`config.mk`:
```
export PLATFORM = sky130hd
export DESIGN_NAME = mem_port_arbiter_flat
export DESIGN_NICKNAME = d
export VERILOG_FILES = /design/src/rtl/mem_port_arbiter_pkg.sv /design/src/rtl/mem_port_arbiter_if.sv /design/src/rtl/mem_port_arbiter_rr_arbiter.sv /design/src/rtl/mem_port_arbiter.sv /design/src/flat_wrapper.sv
export SDC_FILE = /design/constraint.sdc
export NUM_CORES = 1
export LEC_CHECK = 0
export CAP_MARGIN = 10
export CORE_MARGIN = 2
export CORE_UTILIZATION = 33
export DETAILED_ROUTE_END_ITERATION = 12
export GPL_TIMING_DRIVEN = 0
export PLACE_DENSITY = 0.76
export SYNTH_ARGS = -nofsm -noshare
export SYNTH_HDL_FRONTEND = slang
export SYNTH_HIERARCHICAL = 1
export SYNTH_SLANG_ARGS = --single-unit
```
`constraint.sdc`:
```
create_clock -name clk -period 1.6 [get_ports clk]
set_input_delay 0.16 -clock clk [delete_from_list [all_inputs] [get_ports clk]]
set_output_delay 0.16 -clock clk [all_outputs]
set_load 0.1 [all_outputs]
```
`src/rtl/mem_port_arbiter_pkg.sv`:
```
// -----------------------------------------------------------------------------
// mem_arb_pkg
//
// Shared definitions for the memory read-port arbiter:
//   - default SIZE / NREQ / TIMEOUT values used by the top, the interface and
//     the round-robin sub-module
//   - the FSM state encoding (IDLE, ACCESS, RESP)
//   - idx_width(): width of a binary requester index (never less than 1 bit)
// -----------------------------------------------------------------------------
package mem_arb_pkg;

    localparam int DEFAULT_SIZE    = 16;
    localparam int DEFAULT_NREQ    = 4;
    localparam int DEFAULT_TIMEOUT = 15;

    typedef enum logic [1:0] {
        IDLE   = 2'd0,
        ACCESS = 2'd1,
        RESP   = 2'd2
    } arb_state_t;

    // A single requester still needs a 1-bit index so the pointer port exists.
    function automatic int idx_width(input int n);
        return (n > 1) ? $clog2(n) : 1;
    endfunction

endpackage

```
`src/rtl/mem_port_arbiter_if.sv`:
```
// -----------------------------------------------------------------------------
// mem_port_arbiter_if
//
// Bundles the requester-side handshake and the memory read-port bus of the
// arbiter. clk / rst are not part of the bundle.
//
// Signals:
//   req          requester read request, one bit per requester (level)
//   req_addr     requester i address in bits [i*SIZE +: SIZE]
//   gnt          one-hot grant of the requester being served
//   done         one-cycle completion pulse to the served requester
//   err          valid with done; 1 = access aborted by the watchdog
//   rd_data      read data, valid with done, held until the next completion
//   mem_ready    memory data-valid handshake
//   mem_data_bus memory read data
//   mem_addr_bus address presented to memory
//   mem_cs       memory chip select
//   mem_read     memory read strobe
//
// Modports:
//   slave  - the arbiter's view (drives gnt/done/err/rd_data and memory controls)
//   master - the environment's view (requesters plus memory device)
// -----------------------------------------------------------------------------
interface mem_port_arbiter_if
    import mem_arb_pkg::*;
#(
    parameter int SIZE = DEFAULT_SIZE,
    parameter int NREQ = DEFAULT_NREQ
);

    logic [NREQ-1:0]      req;
    logic [NREQ*SIZE-1:0] req_addr;
    logic [NREQ-1:0]      gnt;
    logic [NREQ-1:0]      done;
    logic                 err;
    logic [SIZE-1:0]      rd_data;
    logic                 mem_ready;
    logic [SIZE-1:0]      mem_data_bus;
    logic [SIZE-1:0]      mem_addr_bus;
    logic                 mem_cs;
    logic                 mem_read;

    modport slave (
        input  req,
        input  req_addr,
        input  mem_ready,
        input  mem_data_bus,
        output gnt,
        output done,
        output err,
        output rd_data,
        output mem_addr_bus,
        output mem_cs,
        output mem_read
    );

    modport master (
        output req,
        output req_addr,
        output mem_ready,
        output mem_data_bus,
        input  gnt,
        input  done,
        input  err,
        input  rd_data,
        input  mem_addr_bus,
        input  mem_cs,
        input  mem_read
    );

endinterface

```
`src/rtl/mem_port_arbiter_rr_arbiter.sv`:
```
// -----------------------------------------------------------------------------
// rr_arbiter
//
// Purely combinational round-robin pick. Starting just after the last granted
// index (ptr) it scans upward with wrap-around and selects the first asserted
// request.
//
// Ports:
//   req    in  NREQ  request vector
//   ptr    in  IDXW  index of the last granted requester
//   grant  out NREQ  one-hot selection (all zero when no request)
//   index  out IDXW  binary form of grant
//   valid  out 1     at least one request is asserted
// -----------------------------------------------------------------------------
module rr_arbiter
    import mem_arb_pkg::*;
#(
    parameter int NREQ = DEFAULT_NREQ,
    parameter int IDXW = idx_width(NREQ)
) (
    input  logic [NREQ-1:0] req,
    input  logic [IDXW-1:0] ptr,
    output logic [NREQ-1:0] grant,
    output logic [IDXW-1:0] index,
    output logic            valid
);

    // Distance k = 1 is the requester right after the pointer, k = NREQ is
    // the pointer itself, so the last-served port ranks lowest. The first
    // hit in distance order wins; valid blocks any later hit.
    always_comb begin
        grant = '0;
        index = '0;
        valid = 1'b0;
        for (int k = 1; k <= NREQ; k++) begin
            for (int i = 0; i < NREQ; i++) begin
                if (!valid && req[i] && (i == ((int'(ptr) + k) % NREQ))) begin
                    valid    = 1'b1;
                    grant[i] = 1'b1;
                    index    = IDXW'(i);
                end
            end
        end
    end

endmodule

```
`src/rtl/mem_port_arbiter.sv`:
```
// -----------------------------------------------------------------------------
// mem_port_arbiter
//
// Shares one memory read port between NREQ requesters using round-robin
// arbitration. Each access runs IDLE -> ACCESS -> RESP: the winner is granted
// and its address driven with mem_cs/mem_read in ACCESS until mem_ready, then
// RESP pulses done for one cycle with the captured read data.
//
// Optional feature (macro ARB_TIMEOUT_EN): a watchdog aborts an ACCESS that
// has waited TIMEOUT cycles without mem_ready, completing with err=1 and
// rd_data=0. Without the macro ACCESS waits indefinitely and err is 0.
//
// Parameters:
//   SIZE     address / data width
//   NREQ     number of requesters (2..8)
//   TIMEOUT  ACCESS cycles before abort (only used with ARB_TIMEOUT_EN)
//
// Ports:
//   clk  in  rising-edge clock
//   rst  in  synchronous active-high reset
//   bus  mem_port_arbiter_if.slave - requester handshake and memory port
// -----------------------------------------------------------------------------
module mem_port_arbiter
    import mem_arb_pkg::*;
#(
    parameter int SIZE    = DEFAULT_SIZE,
    parameter int NREQ    = DEFAULT_NREQ,
    parameter int TIMEOUT = DEFAULT_TIMEOUT
) (
    input  logic              clk,
    input  logic              rst,
    mem_port_arbiter_if.slave bus
);

    localparam int IDXW = idx_width(NREQ);

    arb_state_t      state_q, state_n;
    logic [NREQ-1:0] gnt_q, gnt_n;
    logic [NREQ-1:0] done_q, done_n;
    logic [SIZE-1:0] rd_data_q, rd_data_n;
    logic [SIZE-1:0] addr_q, addr_n;
    logic            access_q, access_n;
    logic [IDXW-1:0] ptr_q, ptr_n;

    logic [NREQ-1:0] arb_grant;
    logic [IDXW-1:0] arb_index;
    logic            arb_valid;
    logic [SIZE-1:0] sel_addr;

    logic            timeout_hit;

`ifdef ARB_TIMEOUT_EN
    localparam int CNTW = $clog2(TIMEOUT + 1);

    logic [CNTW-1:0] cnt_q, cnt_n;
    logic [CNTW-1:0] cnt_inc;
    logic            err_q, err_n;

    // The abort fires on the edge at which the wait count would reach TIMEOUT.
    assign cnt_inc     = cnt_q + CNTW'(1);
    assign timeout_hit = (cnt_inc == CNTW'(TIMEOUT));
    assign bus.err     = err_q;
`else
    assign timeout_hit = 1'b0;
    assign bus.err     = 1'b0;
`endif

    rr_arbiter #(
        .NREQ (NREQ),
        .IDXW (IDXW)
    ) u_rr (
        .req   (bus.req),
        .ptr   (ptr_q),
        .grant (arb_grant),
        .index (arb_index),
        .valid (arb_valid)
    );

    // The grant is one-hot, so OR-ing the selected slices gives the winner's
    // address without a variable part-select.
    always_comb begin
        sel_addr = '0;
        for (int i = 0; i < NREQ; i++) begin
            if (arb_grant[i]) begin
                sel_addr = sel_addr | bus.req_addr[i*SIZE +: SIZE];
            end
        end
    end

    // Next-state and next-output logic. Every register defaults to holding its
    // value except done, which is a single-cycle pulse. mem_ready only matters
    // in ACCESS; requests only matter in IDLE.
    always_comb begin
        state_n   = state_q;
        gnt_n     = gnt_q;
        done_n    = '0;
        rd_data_n = rd_data_q;
        addr_n    = addr_q;
        access_n  = access_q;
        ptr_n     = ptr_q;
`ifdef ARB_TIMEOUT_EN
        cnt_n     = cnt_q;
        err_n     = err_q;
`endif
        unique case (state_q)
            IDLE: begin
                if (arb_valid) begin
                    gnt_n    = arb_grant;
                    addr_n   = sel_addr;
                    access_n = 1'b1;
                    ptr_n    = arb_index;
                    state_n  = ACCESS;
`ifdef ARB_TIMEOUT_EN
                    cnt_n    = '0;
`endif
                end
            end
            ACCESS: begin
                // mem_ready takes priority so a reply on the abort edge is kept.
                if (bus.mem_ready) begin
                    rd_data_n = bus.mem_data_bus;
                    access_n  = 1'b0;
                    done_n    = gnt_q;
                    state_n   = RESP;
`ifdef ARB_TIMEOUT_EN
                    err_n     = 1'b0;
`endif
                end else if (timeout_hit) begin
                    rd_data_n = '0;
                    access_n  = 1'b0;
                    done_n    = gnt_q;
                    state_n   = RESP;
`ifdef ARB_TIMEOUT_EN
                    err_n     = 1'b1;
`endif
                end else begin
`ifdef ARB_TIMEOUT_EN
                    cnt_n     = cnt_inc;
`endif
                end
            end
            RESP: begin
                gnt_n   = '0;
                state_n = IDLE;
            end
            default: begin
                gnt_n    = '0;
                access_n = 1'b0;
                state_n  = IDLE;
            end
        endcase
    end

    // State and output registers. The pointer resets to the last index so
    // requester 0 is first in line after reset; reset also drops any access
    // in flight without a done pulse.
    always_ff @(posedge clk) begin
        if (rst) begin
            state_q   <= IDLE;
            gnt_q     <= '0;
            done_q    <= '0;
            rd_data_q <= '0;
            addr_q    <= '0;
            access_q  <= 1'b0;
            ptr_q     <= IDXW'(NREQ - 1);
`ifdef ARB_TIMEOUT_EN
            cnt_q     <= '0;
            err_q     <= 1'b0;
`endif
        end else begin
            state_q   <= state_n;
            gnt_q     <= gnt_n;
            done_q    <= done_n;
            rd_data_q <= rd_data_n;
            addr_q    <= addr_n;
            access_q  <= access_n;
            ptr_q     <= ptr_n;
`ifdef ARB_TIMEOUT_EN
            cnt_q     <= cnt_n;
            err_q     <= err_n;
`endif
        end
    end

    assign bus.gnt          = gnt_q;
    assign bus.done         = done_q;
    assign bus.rd_data      = rd_data_q;
    assign bus.mem_addr_bus = addr_q;
    assign bus.mem_cs       = access_q;
    assign bus.mem_read     = access_q;

endmodule
```
`src/flat_wrapper.sv`:
```
// flat-port wrapper written by rule: the top's interface ports become plain ports
module mem_port_arbiter_flat import mem_arb_pkg::*;
#(
    parameter int SIZE    = DEFAULT_SIZE,
    parameter int NREQ    = DEFAULT_NREQ,
    parameter int TIMEOUT = DEFAULT_TIMEOUT
)
  (clk, rst, bus_req, bus_req_addr, bus_mem_ready, bus_mem_data_bus, bus_gnt, bus_done, bus_err, bus_rd_data, bus_mem_addr_bus, bus_mem_cs, bus_mem_read);
  mem_port_arbiter_if #(.SIZE(SIZE), .NREQ(NREQ)) bus_i ();
  input  logic clk;
  input  logic rst;
  input wire logic [$bits(bus_i.req)-1:0] bus_req;
  input wire logic [$bits(bus_i.req_addr)-1:0] bus_req_addr;
  input wire logic [$bits(bus_i.mem_ready)-1:0] bus_mem_ready;
  input wire logic [$bits(bus_i.mem_data_bus)-1:0] bus_mem_data_bus;
  output wire logic [$bits(bus_i.gnt)-1:0] bus_gnt;
  output wire logic [$bits(bus_i.done)-1:0] bus_done;
  output wire logic [$bits(bus_i.err)-1:0] bus_err;
  output wire logic [$bits(bus_i.rd_data)-1:0] bus_rd_data;
  output wire logic [$bits(bus_i.mem_addr_bus)-1:0] bus_mem_addr_bus;
  output wire logic [$bits(bus_i.mem_cs)-1:0] bus_mem_cs;
  output wire logic [$bits(bus_i.mem_read)-1:0] bus_mem_read;
  assign bus_i.req = bus_req;
  assign bus_i.req_addr = bus_req_addr;
  assign bus_i.mem_ready = bus_mem_ready;
  assign bus_i.mem_data_bus = bus_mem_data_bus;
  assign bus_gnt = bus_i.gnt;
  assign bus_done = bus_i.done;
  assign bus_err = bus_i.err;
  assign bus_rd_data = bus_i.rd_data;
  assign bus_mem_addr_bus = bus_i.mem_addr_bus;
  assign bus_mem_cs = bus_i.mem_cs;
  assign bus_mem_read = bus_i.mem_read;
  mem_port_arbiter #(.SIZE(SIZE), .NREQ(NREQ), .TIMEOUT(TIMEOUT)) u_core (.clk(clk), .rst(rst), .bus(bus_i));
endmodule
```
==> results of run 1 <==
-- metrics by stage --
stage               area (µm²)  cells
global route              3850    449
CTS                       3750    447
finish                    3850    449
detailed placement        3470    438
global placement          3470    438
floorplan                 2100    234
-- cell type report --
type                    count  area share
repair buffers            133       0.357
plain buffers              21      0.0487
flip-flops and latches     45       0.235
clock buffers               6      0.0188
well taps                  77      0.0250
clock inverters             2     0.00260
inverters                   2     0.00195
multi-input cells         163       0.311
-- state kept, by name, summed over array words and instances (netlist names) --
register / count
u_core/state_q: 2
u_core/bus.gnt: 4
u_core/bus.done: 4
u_core/ptr_q: 2
u_core/bus.mem_cs: 1
u_core/bus.rd_data: 16
u_core/bus.mem_addr_bus: 16
-- per-layer routing --
metal  GRT usage  vias up  routed length [µm]
met5           0        -                   0
met4      0.0601        0                 126
met3      0.0445       10                 414
met2       0.337       87                3500
met1       0.216     1044                2830
li1            -     1124                   -
-- cells in the mapped netlist (5+ instances only) --
| cell type | instances |
|---|---|
| dfxtp_1 | 45 |
| nand2_1 | 34 |
| a22oi_1 | 32 |
| nor2_1 | 26 |
| a21oi_1 | 20 |
| a311oi_2 | 12 |
| clkbuf_1 | 11 |
| buf_2 | 6 |
| nor2b_1 | 5 |
-- worst min path at each step --
| stage | startpoint | end | slack [ns] |
|---|---|---|---|
| final | rst | u_core/bus.mem_addr_bus[15] | 0.14 |
| after global routing | rst | u_core/bus.mem_addr_bus[15] | 0.16 |
| after CTS | rst | u_core/bus.mem_addr_bus[15] | 0.14 |
| after detailed placement | u_core/bus.rd_data[6] | u_core/bus.rd_data[6] | 0.45 |
| after global placement | u_core/bus.rd_data[1] | u_core/bus.rd_data[1] | 0.44 |
| after floorplan | bus_mem_data_bus[0] | u_core/bus.rd_data[0] | 0.30 |
-- cell families (layout without fill, tap and decap cells) --
| group | after synthesis | in the layout | share of synthesized area |
|---|---|---|---|
| and+or+nand+nor | 79 | 79 | 0.173 |
| AOI/OAI and AO/OA | 79 | 79 | 0.311 |
| muxes | 4 | 4 | 0.0191 |
| buffers and inverters | 26 | 164 | 0.0651 |
| DFF | 45 | 45 | 0.430 |
| other | 1 | 1 | 0.00179 |
-- power by group --
group,switching [mW],internal [mW]
logic,1.04,0.592
clock network,0.385,0.303
registers,0.0513,1.21
total,1.47,2.11
-- repair_timing --
item	CTS	global route
setup endpoints to repair	64	19
setup buffers	4	1
hold endpoints to repair	0	0
pin swaps	2	17
gates resized for setup	155	21
hold buffers	0	0
cloned	0	1
==> reports/metrics.cfg, run 1 <==
[run_status]
outcome=finished, violations left
violations=setup timing

[global_route]
grt_pass1_wl_um=10600
grt_pass1_vias=2299
antenna_found_initial=0
grtUsageTotal=0.187
overflow=0
grt_start_max_net_pins=14

[synthesis]
synth_area_um2=2090
synth_edf_count=0
synth_ff_type=dfxtp_1
syn-instance-count=234
avgSynthCellArea_um2=8.95
synthTopCellsByArea=dfxtp_1 (43%), a22oi_1 (11%), a311oi_2 (8.6%), nand2_1 (6.1%), a21oi_1 (4.8%)
synth_cell_types=34
syn-num-nets=321
ys_ff_latch=45
synth_top_area_frac=0.430
async_flop_share=0
yosysSeqAreaShare=0.430
yosys.area.top_type=dfxtp_1
ys.warnings.count=6

[drt]
wl_um=6870
wire_per_inst_um=15.3
num_vias=2265
first_pass_iters=4
drc=0
viasPerCell=5.04
first_iter_violations=59
detail-route-antenna-nets=0

[clock_network]
cts_max_level=2
cts_sinks=45
cts_tree=yes
path_clk_slew_ns=0.09
clock_latency_ns=0.30
cts_buffers=5
clk_path_buf_depth=2
root_buffer=clkbuf_8

[worst_setup_path]
crit_top_cell=clkbuf_8
reg2reg_depth=7
cp_top_family=compound AO/OA/AOI/OAI gates
worstSetupPathType=reg2reg
critPathRequiredTime_ns=1.76
path_cells=clkbuf_8 -> inv_2 -> a21oi_1 -> o221a_2 -> clkbuf_8 -> a22oi_1 -> a311oi_2
crit_path_start_kind=register
path_depth=7
cp-startpoint=u_core/ptr_q[1]
rrSetupSlack_ns=-0.03
slowest_delay_ns=0.33
critPathMaxFanout=10
timing.rr.end=u_core/bus.mem_addr_bus[11]
slowest_stage=dfxtp_1
crit_buf_inv=3
rr_startpoint=u_core/ptr_q[1]
critPathCaptureType=register
worstPathArrival_ns=1.80
crit_end=u_core/bus.mem_addr_bus[11]

[cells_and_area]
syn2layout_area_growth_pct=83.9
fin_nets=458
final_common_cell=clkdlybuf4s50_1
drive_above_1_share=0.309
antenna_cells=0
multi_input_comb_area_um2=1200
regArea_um2=905
postLayoutCoreUtil=0.617
fillerInstances=559
final_cell_mix=clkdlybuf4s50_1 (81), dfxtp_1 (44), clkdlybuf4s15_2 (40)

[timing]
relSlewSlack=0.503
drv_slew=0
fin_ws_ns=-0.0313
clock_skew_ns=0.00790
final.setup.tns_ns=-0.0503
max_freq_ghz=0.613
rsz0062_at_grt=yes
finalHoldViolCount=0
tightest_slew_ns=0.746
hold_ws_ns=0.144
finalCriticalPeriod_ns=1.63
period_share=1.02
setup_viol=4

[pwr]
power_mw=3.58
p_leak_nw=1.41
power_density_nw_per_um2=930
ir_drop_uv=507

[die]
die_y_um=83.7
coreArea_um2=6240
fp-row-count=29
initial_core_util=0.336
fp.dieW_um=83.7
io_pins=130
die-area_um2=7000

[placement]
place_ws_ns=-0.692
port_buffers=127
place_congestion=0.800
hpwl_um=5000

[job]
cap_violations=0

[hold_path]
worstHoldPathType=in2reg
min_path_cells=2

(Power assumes the default switching activity.)
==> inputs of run 2 (changes only) <==
--- a/config.mk
+++ b/config.mk
@@ -8,6 +8,7 @@
 export CAP_MARGIN = 10
 export CORE_MARGIN = 2
 export CORE_UTILIZATION = 33
+export CTS_CLUSTER_DIAMETER = 120
 export DETAILED_ROUTE_END_ITERATION = 12
 export GPL_TIMING_DRIVEN = 0
 export PLACE_DENSITY = 0.76
==> results of run 2 <==
Same layout as run 1: the final DEF is identical, and so are final timing and power.
==> inputs of run 3 (changes only) <==
--- a/config.mk
+++ b/config.mk
@@ -6,6 +6,7 @@
 export NUM_CORES = 1
 export LEC_CHECK = 0
 export CAP_MARGIN = 10
+export CORE_ASPECT_RATIO = 0.8
 export CORE_MARGIN = 2
 export CORE_UTILIZATION = 33
 export CTS_CLUSTER_DIAMETER = 120
==> run 3 against run 2 <==
Effect of this change: the flow still finishes with violations (setup timing); fmax rose by 1.7%; critical path depth decreased by 1; worst hold slack worse by 0.014 ns; utilization up 3.6 points; first-iteration DRC count up 47%; cell area rose by 1.8%; worst setup slack better by 0.027 ns.
==> reports/metrics.cfg, run 3 (synthesis results as in run 1) <==
[cells_and_area]
final_common_cell=clkdlybuf4s50_1
fin_cells=457  ; +1.8%
fillerInstances=477  ; -15%
drive_above_1_share=0.324  ; +0.0153
syn2layout_area_growth_pct=87.3
final_cell_mix=clkdlybuf4s50_1 (81), dfxtp_1 (44), clkdlybuf4s15_2 (42)
final_area_um2=3920  ; +1.8%
fin_nets=462  ; +0.87%
antenna_cells=0  ; unchanged
postLayoutCoreUtil=0.653  ; +0.0358

[clock_network]
cts_sinks=45  ; unchanged
holdBufCountCts=0  ; unchanged
root_buffer=clkbuf_8
clk_path_buf_depth=2  ; unchanged
cts_buffers=5  ; unchanged
clock_latency_ns=0.30  ; about the same
path_clk_slew_ns=0.09  ; about the same
cts_tree=yes
cts_max_level=2  ; unchanged

[placement]
place_congestion=0.800  ; about the same
hpwl_um=5220  ; +4.3%
dp_cells=442  ; +0.91%
port_buffers=127  ; unchanged
dpl-instance-area_um2=3470  ; +0.14%

[timing]
finalHoldViolCount=0  ; unchanged
relSlewSlack=0.520  ; +0.0177
setup_viol=1  ; -3
tightest_slew_ns=0.720  ; -0.0266 ns
clock_skew_ns=0.00497  ; -0.00293 ns
finalCriticalPeriod_ns=1.60  ; -0.0269 ns
fin_ws_ns=-0.00440  ; +0.0269 ns
drv_slew=0  ; unchanged
period_share=1.00  ; -0.0168
max_freq_ghz=0.623  ; +1.7%
hold_ws_ns=0.130  ; -0.0140 ns
rsz0062_at_grt=yes

[drt]
wl_um=7340  ; +6.7%
detail-route-antenna-nets=0  ; unchanged
wire_per_inst_um=16.1  ; +4.9%
first_pass_iters=4  ; unchanged
viasPerCell=5.01  ; -0.75%
first_iter_violations=87  ; +47%
num_vias=2288  ; +1.0%
met1_length_um=3150  ; +11%
top_layer=met4
met2_wirelength_um=3600  ; +2.9%
met3_wirelength_um=553  ; +34%
drc=0  ; unchanged

[worst_setup_path]
path_cells=and2b_4 -> o22ai_2 -> a32o_2 -> buf_8 -> a22oi_2 -> a311oi_2
rr_startpoint=u_core/ptr_q[0]
slowest_stage=dfxtp_4
cp-startpoint=u_core/ptr_q[0]
critPathMaxFanout=5  ; -5
timing.rr.end=u_core/bus.mem_addr_bus[4]
path_depth=6  ; -1
slowest_delay_ns=0.36  ; +0.03 ns
crit_end=u_core/bus.mem_addr_bus[4]
crit_buf_inv=1  ; -2
worstPathArrival_ns=1.76  ; -0.04 ns
critPathCaptureType=register
worstSetupPathType=reg2reg
critPathRequiredTime_ns=1.76  ; about the same
cp_top_family=compound AO/OA/AOI/OAI gates
rrSetupSlack_ns=-0.004  ; +0.03 ns
crit_path_start_kind=register
reg2reg_depth=6  ; -1

[pwr]
power_density_nw_per_um2=968  ; +4.0%
power_switching_mw=1.52  ; +2.9%
p_leak_nw=1.43  ; +1.5%
p_sw_frac=0.400  ; -0.0119
power_mw=3.80  ; +5.9%
pwr-share-seq=0.334  ; -0.019
internal_power_mw=2.28  ; +8.1%
combinationalPowerShare=0.436  ; -0.019
clkPwrFrac=0.231  ; +0.039
ir_drop_uv=482  ; -5.1%

[die]
io_pins=130  ; unchanged
die-area_um2=7000  ; about the same
coreArea_um2=6010  ; -3.8%
fp.dieW_um=93.1  ; +11%
die_y_um=75.3  ; -10%
fp-row-count=25  ; -14%
initial_core_util=0.349  ; +0.0131

[global_route]
grt_pass1_vias=2225  ; -3.2%
antenna_found_initial=0  ; unchanged
overflow=0  ; unchanged
grtUsageTotal=0.198  ; +0.0114
grt_start_max_net_pins=15  ; +1
grt_pass1_wl_um=10700  ; +0.26%

[hold_path]
min_from=rst
worstHoldPathType=in2reg

[run_status]
outcome=finished, violations left
violations=setup timing

[job]
cap_violations=0  ; unchanged

==> run 3: how the worst min path moves through the flow <==
stage / endpoint / slack [ns] / cells past startpoint
final: u_core/bus.mem_addr_bus[15] / 0.13 / 2
after global routing: u_core/bus.mem_addr_bus[13] / 0.15 / 2
after CTS: u_core/bus.mem_addr_bus[13] / 0.13 / 2
after detailed placement: u_core/bus.rd_data[8] / 0.45 / 2
after global placement: u_core/bus.rd_data[14] / 0.44 / 2
after floorplan: u_core/bus.rd_data[0] / 0.30 / 2
==> run 3: cell type report <==
cell class | count | area (µm²) | share of cell area
plain buffers | 21 | 165 | 0.0421
clock buffers | 6 | 72.6 | 0.0185
clock inverters | 2 | 38.8 | 0.00989
inverters | 2 | 7.51 | 0.00191
multi-input cells | 163 | 1220 | 0.311
flip-flops and latches | 45 | 905 | 0.231
well taps | 81 | 101 | 0.0258
repair buffers | 137 | 1410 | 0.360
==> run 3: worst reg2reg max path, stage by stage (launching register included) <==
cell and delay (ns):
dfxtp_4 0.36, and2b_4 0.27, o22ai_2 0.06, a32o_2 0.32, buf_8 0.16, a22oi_2 0.18
a311oi_2 0.11
==> run 3: layer usage <==
metal	vias to the layer above	GRT usage
li1	1133	-
met1	1051	0.234
met2	100	0.348
met3	4	0.0661
met4	0	0.0621
met5	-	0
==> run 3: metrics by stage <==
stage	setup TNS [ns]	setup WS [ns]
finish	-0.00440	-0.00440
global route	-0.142	-0.0310
floorplan	0	0.00125
global placement	-11.88	-0.737
CTS	-0.0140	-0.0126
detailed placement	-12.42	-0.735
==> run 3: power groups by stage <==
| stage | sequential, mW | combinational (mW) | clock, mW |
|---|---|---|---|
| after floorplan | 1.88 | 0.440 | 0 |
| after global placement | 1.29 | 1.51 | 0 |
| after detailed placement | 1.29 | 1.52 | 0 |
| after CTS | 1.27 | 1.58 | 0.888 |
| after global routing | 1.28 | 1.72 | 0.942 |
| final | 1.27 | 1.65 | 0.876 |
==> run 3: repair_timing <==
action | in CTS | in global routing
pin swaps | 4 | 20
gates resized for setup | 157 | 27
gates cloned | 1 | 0
setup buffers | 5 | 4
setup endpoints to repair | 63 | 18
